`src/rtl/fetch_sequencer.sv`:
```
// Fetch PC owner and IF/ID sequencer: next-PC select, stall/redirect arbitration, halt drain.
// Latency: PCF is registered (one edge); stallF/stallD/flushD are combinational, used at the same edge.
// Backpressure: mem_busy freezes the front end; lw_hazard replays IF/ID for one cycle.
//
// Ports:
//   Clock, RESET          rising-edge clock, synchronous active-high reset
//   mem_busy, lw_hazard   stall requests (data memory not ready, load-use)
//   PCSrcD                000 seq, 001 branch, 010 j, 011 jr, 100 jal, 101-111 seq
//   PCBranchD/PCJumpD/PCJrD  redirect targets from the ID stage
//   InstructionF          fetched word, only inspected for the halt encoding
//   PCF, PCnormalF, FETCH_ADDRESS  fetch PC, PC+4, word address to InstructionRAM
//   stallF, stallD, flushD          IF / IF-ID controls
//   halted, state         sticky drained flag and debug state (00 RUN, 01 STALL, 10 DRAIN, 11 HALT)
module fetch_sequencer #(
  parameter logic [31:0] RESET_PC     = 32'h0000_0000,
  parameter int unsigned DRAIN_CYCLES = 4,
  parameter logic [31:0] HALT_WORD    = 32'hFFFF_FFFF
) (
  input  logic        Clock,
  input  logic        RESET,
  input  logic        mem_busy,
  input  logic        lw_hazard,
  input  logic [2:0]  PCSrcD,
  input  logic [31:0] PCBranchD,
  input  logic [31:0] PCJumpD,
  input  logic [31:0] PCJrD,
  input  logic [31:0] InstructionF,
  output logic [31:0] PCF,
  output logic [31:0] PCnormalF,
  output logic [31:0] FETCH_ADDRESS,
  output logic        stallF,
  output logic        stallD,
  output logic        flushD,
  output logic        halted,
  output logic [1:0]  state
);

  typedef enum logic [1:0] {
    ST_RUN   = 2'b00,
    ST_STALL = 2'b01,
    ST_DRAIN = 2'b10,
    ST_HALT  = 2'b11
  } state_t;

  // Counter must hold DRAIN_CYCLES-1; keep at least one bit when DRAIN_CYCLES==1.
  localparam int CNT_W = (DRAIN_CYCLES > 1) ? $clog2(DRAIN_CYCLES) : 1;
  localparam logic [CNT_W-1:0] CNT_INIT = CNT_W'(DRAIN_CYCLES - 1);
  localparam logic [CNT_W-1:0] CNT_ONE  = CNT_W'(1);

  state_t            cur_state;
  state_t            nxt_state;
  logic [31:0]       pc_q;
  logic [31:0]       pc_nxt;
  logic [CNT_W-1:0]  cnt_q;
  logic [CNT_W-1:0]  cnt_nxt;

  logic              redirect;
  logic [31:0]       target_raw;
  logic [31:0]       target;
  logic [31:0]       pc_seq;
  logic              halt_hit;

  // ------------------------------------------------------------------
  // Redirect decode and target select
  // ------------------------------------------------------------------
  always_comb begin
    redirect   = 1'b0;
    target_raw = PCBranchD;
    case (PCSrcD)
      3'b001: begin
        redirect   = 1'b1;
        target_raw = PCBranchD;
      end
      3'b010, 3'b100: begin
        redirect   = 1'b1;
        target_raw = PCJumpD;
      end
      3'b011: begin
        redirect   = 1'b1;
        target_raw = PCJrD;
      end
      default: begin
        redirect   = 1'b0;
        target_raw = PCBranchD;
      end
    endcase
  end

  // Fetch is word-aligned; a misaligned target is silently truncated.
  assign target   = {target_raw[31:2], 2'b00};
  assign pc_seq   = pc_q + 32'd4;   // wraps modulo 2^32
  assign halt_hit = (InstructionF == HALT_WORD);

  // ------------------------------------------------------------------
  // State register
  // ------------------------------------------------------------------
  always_ff @(posedge Clock) begin
    if (RESET) begin
      cur_state <= ST_RUN;
      pc_q      <= RESET_PC;
      cnt_q     <= '0;
    end else begin
      cur_state <= nxt_state;
      pc_q      <= pc_nxt;
      cnt_q     <= cnt_nxt;
    end
  end

  // ------------------------------------------------------------------
  // Next state, next PC and IF/ID controls
  // ------------------------------------------------------------------
  always_comb begin
    nxt_state = cur_state;
    pc_nxt    = pc_q;
    cnt_nxt   = cnt_q;
    stallF    = 1'b0;
    stallD    = 1'b0;
    flushD    = 1'b0;

    case (cur_state)
      ST_RUN, ST_STALL: begin
        if (mem_busy) begin
          // Whole front end frozen; nothing may move into or out of IF/ID.
          stallF    = 1'b1;
          stallD    = 1'b1;
          nxt_state = ST_STALL;
        end else begin
          // STALL releases straight into the RUN decision in the same cycle.
          nxt_state = ST_RUN;
          if (lw_hazard) begin
            // Redirect is ignored: the instruction in D is replayed and
            // resolves its branch again next cycle with correct operands.
            stallF = 1'b1;
            stallD = 1'b1;
          end else if (redirect) begin
            // Redirect beats a halt word in IF: that word is on the wrong path.
            pc_nxt = target;
            flushD = 1'b1;
          end else if (halt_hit) begin
            stallF    = 1'b1;
            flushD    = 1'b1;
            cnt_nxt   = CNT_INIT;
            nxt_state = ST_DRAIN;
          end else begin
            pc_nxt = pc_seq;
          end
        end
      end

      ST_DRAIN: begin
        // Bubbles push the older instructions out of the back end.
        stallF = 1'b1;
        flushD = 1'b1;
        if (!mem_busy) begin
          if (cnt_q == '0) begin
            nxt_state = ST_HALT;
          end else begin
            cnt_nxt = cnt_q - CNT_ONE;
          end
        end
      end

      ST_HALT: begin
        stallF = 1'b1;
        flushD = 1'b1;
      end

      default: begin
        nxt_state = ST_RUN;
      end
    endcase
  end

  // ------------------------------------------------------------------
  // Outputs
  // ------------------------------------------------------------------
  assign PCF           = pc_q;
  assign PCnormalF     = pc_seq;
  assign FETCH_ADDRESS = {2'b00, pc_q[31:2]};
  assign halted        = (cur_state == ST_HALT);
  assign state         = cur_state;

endmodule

```
`config.mk`:
```
export PLATFORM = sky130hd
export DESIGN_NAME = fetch_sequencer
export DESIGN_NICKNAME = d
export VERILOG_FILES = /design/src/rtl/fetch_sequencer.sv
export SDC_FILE = /design/constraint.sdc
export NUM_CORES = 1
export LEC_CHECK = 0
export ABC_CLOCK_PERIOD_IN_PS = 2970
export BUFFER_PORTS_ARGS = -buffer_cell sky130_fd_sc_hd__buf_2
export CELL_PAD_IN_SITES_DETAIL_PLACEMENT = 1
export CELL_PAD_IN_SITES_GLOBAL_PLACEMENT = 2
export CORE_ASPECT_RATIO = 1.75
export CORE_MARGIN = 4
export CORE_UTILIZATION = 22
export DETAILED_ROUTE_END_ITERATION = 12
export PLACE_DENSITY_LB_ADDON = 0.1
export RECOVER_POWER = 50
export SYNTH_ARGS = -nofsm -noshare
export SYNTH_HDL_FRONTEND = slang
export SYNTH_SLANG_ARGS = --single-unit
```
`constraint.sdc`:
```
create_clock -name Clock -period 2.97 [get_ports Clock]
set_input_delay 0.1485 -clock Clock [delete_from_list [all_inputs] [get_ports Clock]]
set_output_delay 0.1485 -clock Clock [all_outputs]
set_load 0.1 [all_outputs]
```
==> results of run 1 <==
[cells by family after synthesis]
| logic type | count (synthesis) |
|---|---|
| AO/OA/AOI/OAI | 149 |
| AND/OR/NAND/NOR | 148 |
| adder cells (fa/ha/maj) | 2 |
| flip-flops | 34 |
| XOR/XNOR | 31 |
| other | 1 |
| multiplexers | 32 |
| buffers and inverters | 92 |
[routing by layer]
metal / vias up / GRT usage (%) / part of all wire [%]
met5: - / 0 / 0
met1: 2197 / 19.7 / 36
met2: 166 / 37.1 / 56
met3: 21 / 2.58 / 5.0
li1: 2156 / - / -
met4: 0 / 6.59 / 3.2
[sequential cells by signal, indices dropped and copies added (netlist names)]
register  flops
PCF          30
cnt_q         2
state         2
[worst paths after layout]
path / endpoint / slack, ns / cells after the start
worst max-delay path: PCnormalF[25] / 0.19 / 6
worst min-delay path: state[0] / 0.19 / 3
worst max register to register: PCF[25] / 0.62 / 6
worst min register to register: cnt_q[1] / 0.47 / 1
[power by group]
| group | switching (mW) | internal (mW) | total (mW) |
|---|---|---|---|
| sequential | 0.0699 | 0.489 | 0.559 |
| combinational | 0.959 | 0.273 | 1.23 |
| clock | 0.227 | 0.334 | 0.561 |
| total | 1.26 | 1.10 | 2.35 |
[cell usage in the layout, fill, tap and decap left out, types with 4 or more instances in the layout]
master	count
sky130_fd_sc_hd__a31oi_1	4
sky130_fd_sc_hd__xnor2_2	19
sky130_fd_sc_hd__a311o_1	4
sky130_fd_sc_hd__o211ai_1	4
sky130_fd_sc_hd__nand4_1	13
sky130_fd_sc_hd__mux2i_1	29
sky130_fd_sc_hd__nor2_1	30
sky130_fd_sc_hd__and3_1	7
sky130_fd_sc_hd__a2bb2oi_1	13
sky130_fd_sc_hd__conb_1	6
sky130_fd_sc_hd__o21ai_0	12
sky130_fd_sc_hd__buf_4	16
sky130_fd_sc_hd__dfxtp_1	18
sky130_fd_sc_hd__buf_12	6
sky130_fd_sc_hd__or2_2	4
sky130_fd_sc_hd__o22ai_1	9
sky130_fd_sc_hd__nor3_1	16
sky130_fd_sc_hd__clkbuf_16	5
sky130_fd_sc_hd__dfxtp_2	16
sky130_fd_sc_hd__a221oi_1	13
sky130_fd_sc_hd__o21a_1	4
sky130_fd_sc_hd__and2_1	4
sky130_fd_sc_hd__nand2_1	25
sky130_fd_sc_hd__buf_2	155
sky130_fd_sc_hd__nor3_2	6
sky130_fd_sc_hd__a31o_2	5
sky130_fd_sc_hd__xor2_4	4
sky130_fd_sc_hd__a22o_1	4
sky130_fd_sc_hd__inv_1	18
sky130_fd_sc_hd__a311oi_1	4
sky130_fd_sc_hd__clkbuf_1	65
sky130_fd_sc_hd__a211oi_1	12
sky130_fd_sc_hd__nand2b_1	8
sky130_fd_sc_hd__or3_1	5
sky130_fd_sc_hd__o21ai_1	11
sky130_fd_sc_hd__o221ai_1	4
sky130_fd_sc_hd__nand3_1	15
sky130_fd_sc_hd__a21oi_1	21
[layout make-up]
| type | instances | area share (%) |
|---|---|---|
| sequential | 34 | 13.2 |
| inverter | 20 | 1.41 |
| tap | 224 | 5.28 |
| clock buffer | 7 | 2.69 |
| clock inverter | 1 | 0.0943 |
| multi-input combinational | 368 | 53.6 |
| timing repair buffer | 241 | 23.7 |
[stage by stage]
stage	power, mW	std cells	setup slack (ns)	cell area (um2)	util [%]
after floorplan	1.55	494	-0.197	4010	-
final	2.35	895	0.194	5310	32.1
after detailed placement	1.83	887	0.311	5230	31.6
after CTS	2.40	895	0.101	5380	32.6
after global placement	1.82	887	0.326	5230	31.6
after global routing	2.45	895	0.0817	5310	32.1
[tightest hold or removal path: stages]
cell	delay, ns
sky130_fd_sc_hd__buf_2	0.13
sky130_fd_sc_hd__nor2_1	0.09
sky130_fd_sc_hd__a211oi_1	0.05
[what timing repair did]
action,CTS,global route
gates resized for setup,1,1
setup endpoints to repair,1,2
endpoints found under the hold margin,0,0
==> flow_metrics.py, run 1 <==
metrics = {
    "status": {
        "status": "finished, final reports clean",
    },
    "floorplanning": {
        "die_height_um": 180,
        "die_span_in_x_um": 106,
        "core_region_area_mm2": 0.0165,
        "initial_core_util_pct": 22.5,
        "top_level_ports": 237,
        "die_area_mm2": 0.0191,
        "rows": 62,
    },
    "placement": {
        "gp_congestion": 0.790,
        "post-dp-hpwl_um": 15000,
        "port-buffer-count": 224,
    },
    "sta": {
        "hold_slack_ns": 0.187,
        "final_critical_path_time_including_i_o_delays_and_setup_ns": 2.78,
        "timing.final.max_slew_violations": 0,
        "worst-slew-pin-transition_ns": 1.24,
        "setup_viol_count_final": 0,
        "clock.fmax_mhz": 360,
        "grt_setup_unrepaired": "no",
        "final-hold-violation-count": 0,
        "finalSetupTns_ns": 0,
        "worst_slew_margin_rel_pct": 17.8,
        "final.setup_skew_ns": 0.00458,
        "min_period_over_period_pct": 93.5,
    },
    "cts": {
        "cts_setup_buffers": 0,
        "cts_tree": "yes",
        "clock_sinks": 34,
        "cts_made_buffers": 5,
        "clkLatencyLatePin_ns": 0.29,
        "clock_tree.buffer_depth": 2,
        "ctsHtreeMaxLevel": 2,
        "hold_buffers_post_cts": 0,
        "ctsRootBufferMaster": "sky130_fd_sc_hd__clkbuf_16",
        "clkTransAtPathRegs_ns": 0.06,
    },
    "synthesis": {
        "synth_cell_type_count": 64,
        "post_synth_xor_area_fraction_pct": 7.30,
        "synth_top_family_by_area": "compound AO/OA/AOI/OAI gates",
        "synth_edf_count": 0,
        "synth.top_cells.by_count": "37 x sky130_fd_sc_hd__buf_4, 34 x sky130_fd_sc_hd__dfxtp_1, 30 x sky130_fd_sc_hd__nor2_1, 29 x sky130_fd_sc_hd__mux2i_1, 25 x sky130_fd_sc_hd__nand2_1",
        "ys_ff_latch": 34,
        "synth-seq-area-share_pct": 18.3,
        "dominantRegCellSynth": "sky130_fd_sc_hd__dfxtp_1",
        "synthesis.yosys.warnings": 0,
        "syn_area_per_cell_um2": 7.61,
        "yosysTopAreaCell": "sky130_fd_sc_hd__dfxtp_1",
        "muxShareOfSynthArea_pct": 8.71,
        "synth.area.top_cells": "sky130_fd_sc_hd__dfxtp_1 18%, sky130_fd_sc_hd__mux2i_1 7.8%, sky130_fd_sc_hd__buf_4 7.5%",
        "synth_adder_area_share_pct": 0.672,
        "mappedNetlistArea_mm2": 0.00372,
        "synth_compound_area_share_pct": 29.5,
        "cells_after_synth": 489,
        "synthDominantCellAreaShare_pct": 18.3,
        "synth_simple_gate_area_share_pct": 22.0,
        "yosys.cell_count.top_type": "sky130_fd_sc_hd__buf_4",
        "async_flop_share_pct": 0,
    },
    "route": {
        "vias": 4540,
        "avgViaCountPerCell": 5.07,
        "number_of_design_rule_violations_left_after_detail_routing": 0,
        "detailedRoute.firstPassIterationCount": 4,
        "drt-total-wl_um": 18600,
        "avgRoutedWirePerCell_um": 20.8,
        "drt-initial-drc-count": 174,
        "route.antenna.remaining_nets": 0,
    },
    "power_and_ir_drop": {
        "max-vdd-ir-drop_v": 0.000226,
        "power.static_leakage_nw": 2.25,
        "cell_area_power_density_mw_per_mm2": 443,
    },
    "final_layout": {
        "share_of_final_layout_standard_cells_stronger_than_drive_strength_1_pct": 38.6,
        "design.final.nets": 807,
        "multi_input_area_mm2": 0.00285,
        "num_antenna_cells": 0,
        "syn_to_final_growth_pct": 42.6,
        "fillerInstances": 2108,
        "sequential_cell_area_um2": 701,
    },
    "global_routing": {
        "maximum_number_of_pins_on_one_net_before_global_route_repair": 39,
        "antenna_violations_before_repair": 0,
        "groute.usage.overall_pct": 18.8,
        "grt_pass1_wl_um": 28000,
        "gr-total-overflow": 0,
        "first_global_vias": 4919,
    },
    "critical_path": {
        "crit_path_cell_trace": "nand3_4 > or4_4 > nor3_1 > buf_4 > xor2_4 > buf_2",
        "crit_path_start": "PCF[4]",
        "r2r-start": "PCF[13]",
        "cp.required_ns": 2.82,
        "timing.critical_path.max_delay_family": "simple AND/OR/NAND/NOR gates",
        "crit_path_end_kind": "output port",
        "path_buf_inv": 2,
        "cp_max_fo": 13,
        "worst_setup_path_start_kind": "register",
        "worstPathArrival_ns": 2.63,
        "crit_slowest_cell": "sky130_fd_sc_hd__or4_4",
        "path_class": "reg -> out",
        "critPathMaxStageDelay_ns": 0.67,
    },
    "flow_run": {
        "max_cap_violations": 0,
    },
    "worst_hold_path": {
        "min_from": "mem_busy",
        "hold_path_class": "in -> reg",
    },
}
(Power assumes the default switching activity.)
==> run 2: changes to the inputs <==
--- a/config.mk
+++ b/config.mk
@@ -9,7 +9,6 @@
 export BUFFER_PORTS_ARGS = -buffer_cell sky130_fd_sc_hd__buf_2
 export CELL_PAD_IN_SITES_DETAIL_PLACEMENT = 1
 export CELL_PAD_IN_SITES_GLOBAL_PLACEMENT = 2
-export CORE_ASPECT_RATIO = 1.75
 export CORE_MARGIN = 4
 export CORE_UTILIZATION = 22
 export DETAILED_ROUTE_END_ITERATION = 12
==> flow_metrics.py, run 2 (synthesis gave the netlist of run 1 again) <==
metrics = {
    "status": {
        "status": "finished, final reports clean",
    },
    "global_routing": {
        "gr-total-overflow": 0,
        "grt_pass1_wl_um": 27800,
        "gr-usage-met2_pct": 30.6,
        "grt_use_met3_pct": 3.76,
        "grt_use_met1_pct": 23.4,
        "first_global_vias": 4846,
        "groute.usage.overall_pct": 17.9,
        "maximum_number_of_pins_on_one_net_before_global_route_repair": 40,
        "antenna_violations_before_repair": 1,
        "grt-busiest-layer": "met2",
    },
    "floorplanning": {
        "die_height_um": 138,
        "top_level_ports": 237,
        "initial_core_util_pct": 22.4,
        "rows": 47,
        "core_region_area_mm2": 0.0166,
        "die_span_in_x_um": 138,
        "die_area_mm2": 0.0191,
    },
    "power_and_ir_drop": {
        "power.static_leakage_nw": 2.30,
        "max-vdd-ir-drop_v": 0.000214,
        "fin_total_pwr_mw": 2.52,
        "cell_area_power_density_mw_per_mm2": 466,
    },
    "critical_path": {
        "crit_slowest_cell": "sky130_fd_sc_hd__or3_1",
        "worst_reg2reg_path_length_in_cells": 7,
        "critical-path-top-cell-by-count": "sky130_fd_sc_hd__or3_1",
        "timing.critical_path.max_delay_family": "simple AND/OR/NAND/NOR gates",
        "worst_setup_path_start_kind": "register",
        "crit_path_end_kind": "output port",
        "path_class": "reg -> out",
        "r2r-start": "PCF[2]",
        "cp.required_ns": 2.82,
        "worstPathArrival_ns": 2.64,
        "crit_path_cell_trace": "ha_1 > nand2_1 > or3_1 > or3_1 > nor2_2 > xor2_4 > buf_12",
        "path_buf_inv": 1,
        "critPathMaxStageDelay_ns": 0.47,
        "rrSetupSlack_ns": 0.55,
        "timing.rr.end": "PCF[22]",
        "cp_max_fo": 7,
    },
    "final_layout": {
        "fillerInstances": 2042,
        "number_of_flip_flops_under_the_largest_register_name": 30,
        "layout.cell_area.non_filler_mm2": 0.00541,
        "layout.cells.non_filler": 893,
        "syn_to_final_growth_pct": 45.5,
        "final_util_pct": 32.6,
        "share_of_final_layout_standard_cells_stronger_than_drive_strength_1_pct": 38.9,
        "design.final.nets": 809,
        "mostFrequentLayoutCell": "sky130_fd_sc_hd__buf_2",
        "final_cell_mix": "152 x sky130_fd_sc_hd__buf_2, 63 x sky130_fd_sc_hd__clkbuf_1, 30 x sky130_fd_sc_hd__nor2_1",
        "num_antenna_cells": 0,
    },
    "sta": {
        "grt_setup_unrepaired": "no",
        "final_critical_path_time_including_i_o_delays_and_setup_ns": 2.79,
        "setup_viol_count_final": 0,
        "final-hold-violation-count": 0,
        "clock.fmax_mhz": 359,
        "timing.final.max_slew_violations": 0,
        "final.setup_skew_ns": 0.00500,
        "worst-slew-pin-transition_ns": 1.22,
        "worst_slew_margin_rel_pct": 19.1,
        "min_period_over_period_pct": 93.8,
    },
    "worst_hold_path": {
        "hold_path_class": "in -> reg",
        "hold_path_depth": 3,
        "min_from": "mem_busy",
        "hold_path_end": "state[0]",
    },
    "route": {
        "avgViaCountPerCell": 5.10,
        "route.antenna.remaining_nets": 0,
        "detailedRoute.firstPassIterationCount": 4,
        "drt-initial-drc-count": 189,
        "number_of_design_rule_violations_left_after_detail_routing": 0,
        "vias": 4556,
        "avgRoutedWirePerCell_um": 19.7,
        "drt-total-wl_um": 17600,
    },
    "cts": {
        "hold_buffers_post_cts": 0,
        "clock_sinks": 34,
        "cts_made_buffers": 5,
        "clock_tree.buffer_depth": 2,
        "ctsHtreeMaxLevel": 2,
        "ctsRootBufferMaster": "sky130_fd_sc_hd__clkbuf_16",
        "cts_setup_buffers": 0,
        "resize_count_post_cts": 0,
        "clkTransAtPathRegs_ns": 0.06,
        "clkLatencyLatePin_ns": 0.30,
        "cts_tree": "yes",
    },
    "flow_run": {
        "max_cap_violations": 0,
    },
    "placement": {
        "dpl-instance-area_mm2": 0.00528,
        "port-buffer-count": 224,
        "post-dp-hpwl_um": 13700,
        "placedCellCount": 885,
        "gp_congestion": 0.756,
    },
}
[run 2: changes by cell type in the layout (fill, tap and decap cells not counted), sizes merged]
| cell | change |
|---|---|
| clkbuf | -2 |
| bufinv | +2 |
| buf | +2 |
[run 2: worst max-delay path by stage]
stage	depth (start not counted)	slack, ns	from	end
floorplan	4	-0.20	PCF[23]	PCnormalF[27]
global placement	7	0.43	PCF[2]	PCnormalF[30]
detailed placement	7	0.40	PCF[2]	PCnormalF[30]
CTS	7	0.06	PCF[2]	PCnormalF[30]
global route	7	0.01	PCF[2]	PCnormalF[30]
finish	7	0.18	PCF[2]	PCnormalF[30]
[run 2: power breakdown]
part / total, mW / internal (mW) / switching (mW)
combinational: 1.23 / 0.282 / 0.952
sequential: 0.559 / 0.489 / 0.0696
clock: 0.730 / 0.483 / 0.247
[run 2: stage by stage]
stage | TNS, ns | hold slack [ns] | worst slack (ns)
after CTS | 0 | 0.177 | 0.0649
after global placement | 0 | 0.448 | 0.429
after detailed placement | 0 | 0.467 | 0.398
after floorplan | -0.296 | 0.320 | -0.197
after global routing | 0 | 0.233 | 0.0129
final | 0 | 0.185 | 0.183
[run 2: area by class of cell]
| class | instances | area [um2] | share of cell area (%) |
|---|---|---|---|
| multi-input cells | 368 | 2850 | 52.6 |
| repair buffers | 243 | 1320 | 24.4 |
| flip-flops and latches | 34 | 701 | 12.9 |
| well taps | 220 | 275 | 5.09 |
| clock buffers | 5 | 125 | 2.31 |
| inverters | 20 | 75.1 | 1.39 |
| clock inverters | 3 | 68.8 | 1.27 |
[run 2: layer usage]
| metal | up-vias | part of all wire [%] |
|---|---|---|
| met5 | - | 0.040 |
| met1 | 2210 | 45 |
| met2 | 168 | 48 |
| met4 | 2 | 1.0 |
| met3 | 14 | 5.6 |
| li1 | 2162 | - |
[run 2: worst reg2reg max path: stages, from the launching register on]
cell                       delay, ns
sky130_fd_sc_hd__dfxtp_2        0.40
sky130_fd_sc_hd__ha_1           0.31
sky130_fd_sc_hd__nand2_1        0.14
sky130_fd_sc_hd__or3_1          0.47
sky130_fd_sc_hd__buf_4          0.23
sky130_fd_sc_hd__nor3_2         0.34
sky130_fd_sc_hd__o21ai_1        0.12
sky130_fd_sc_hd__a221oi_1       0.32
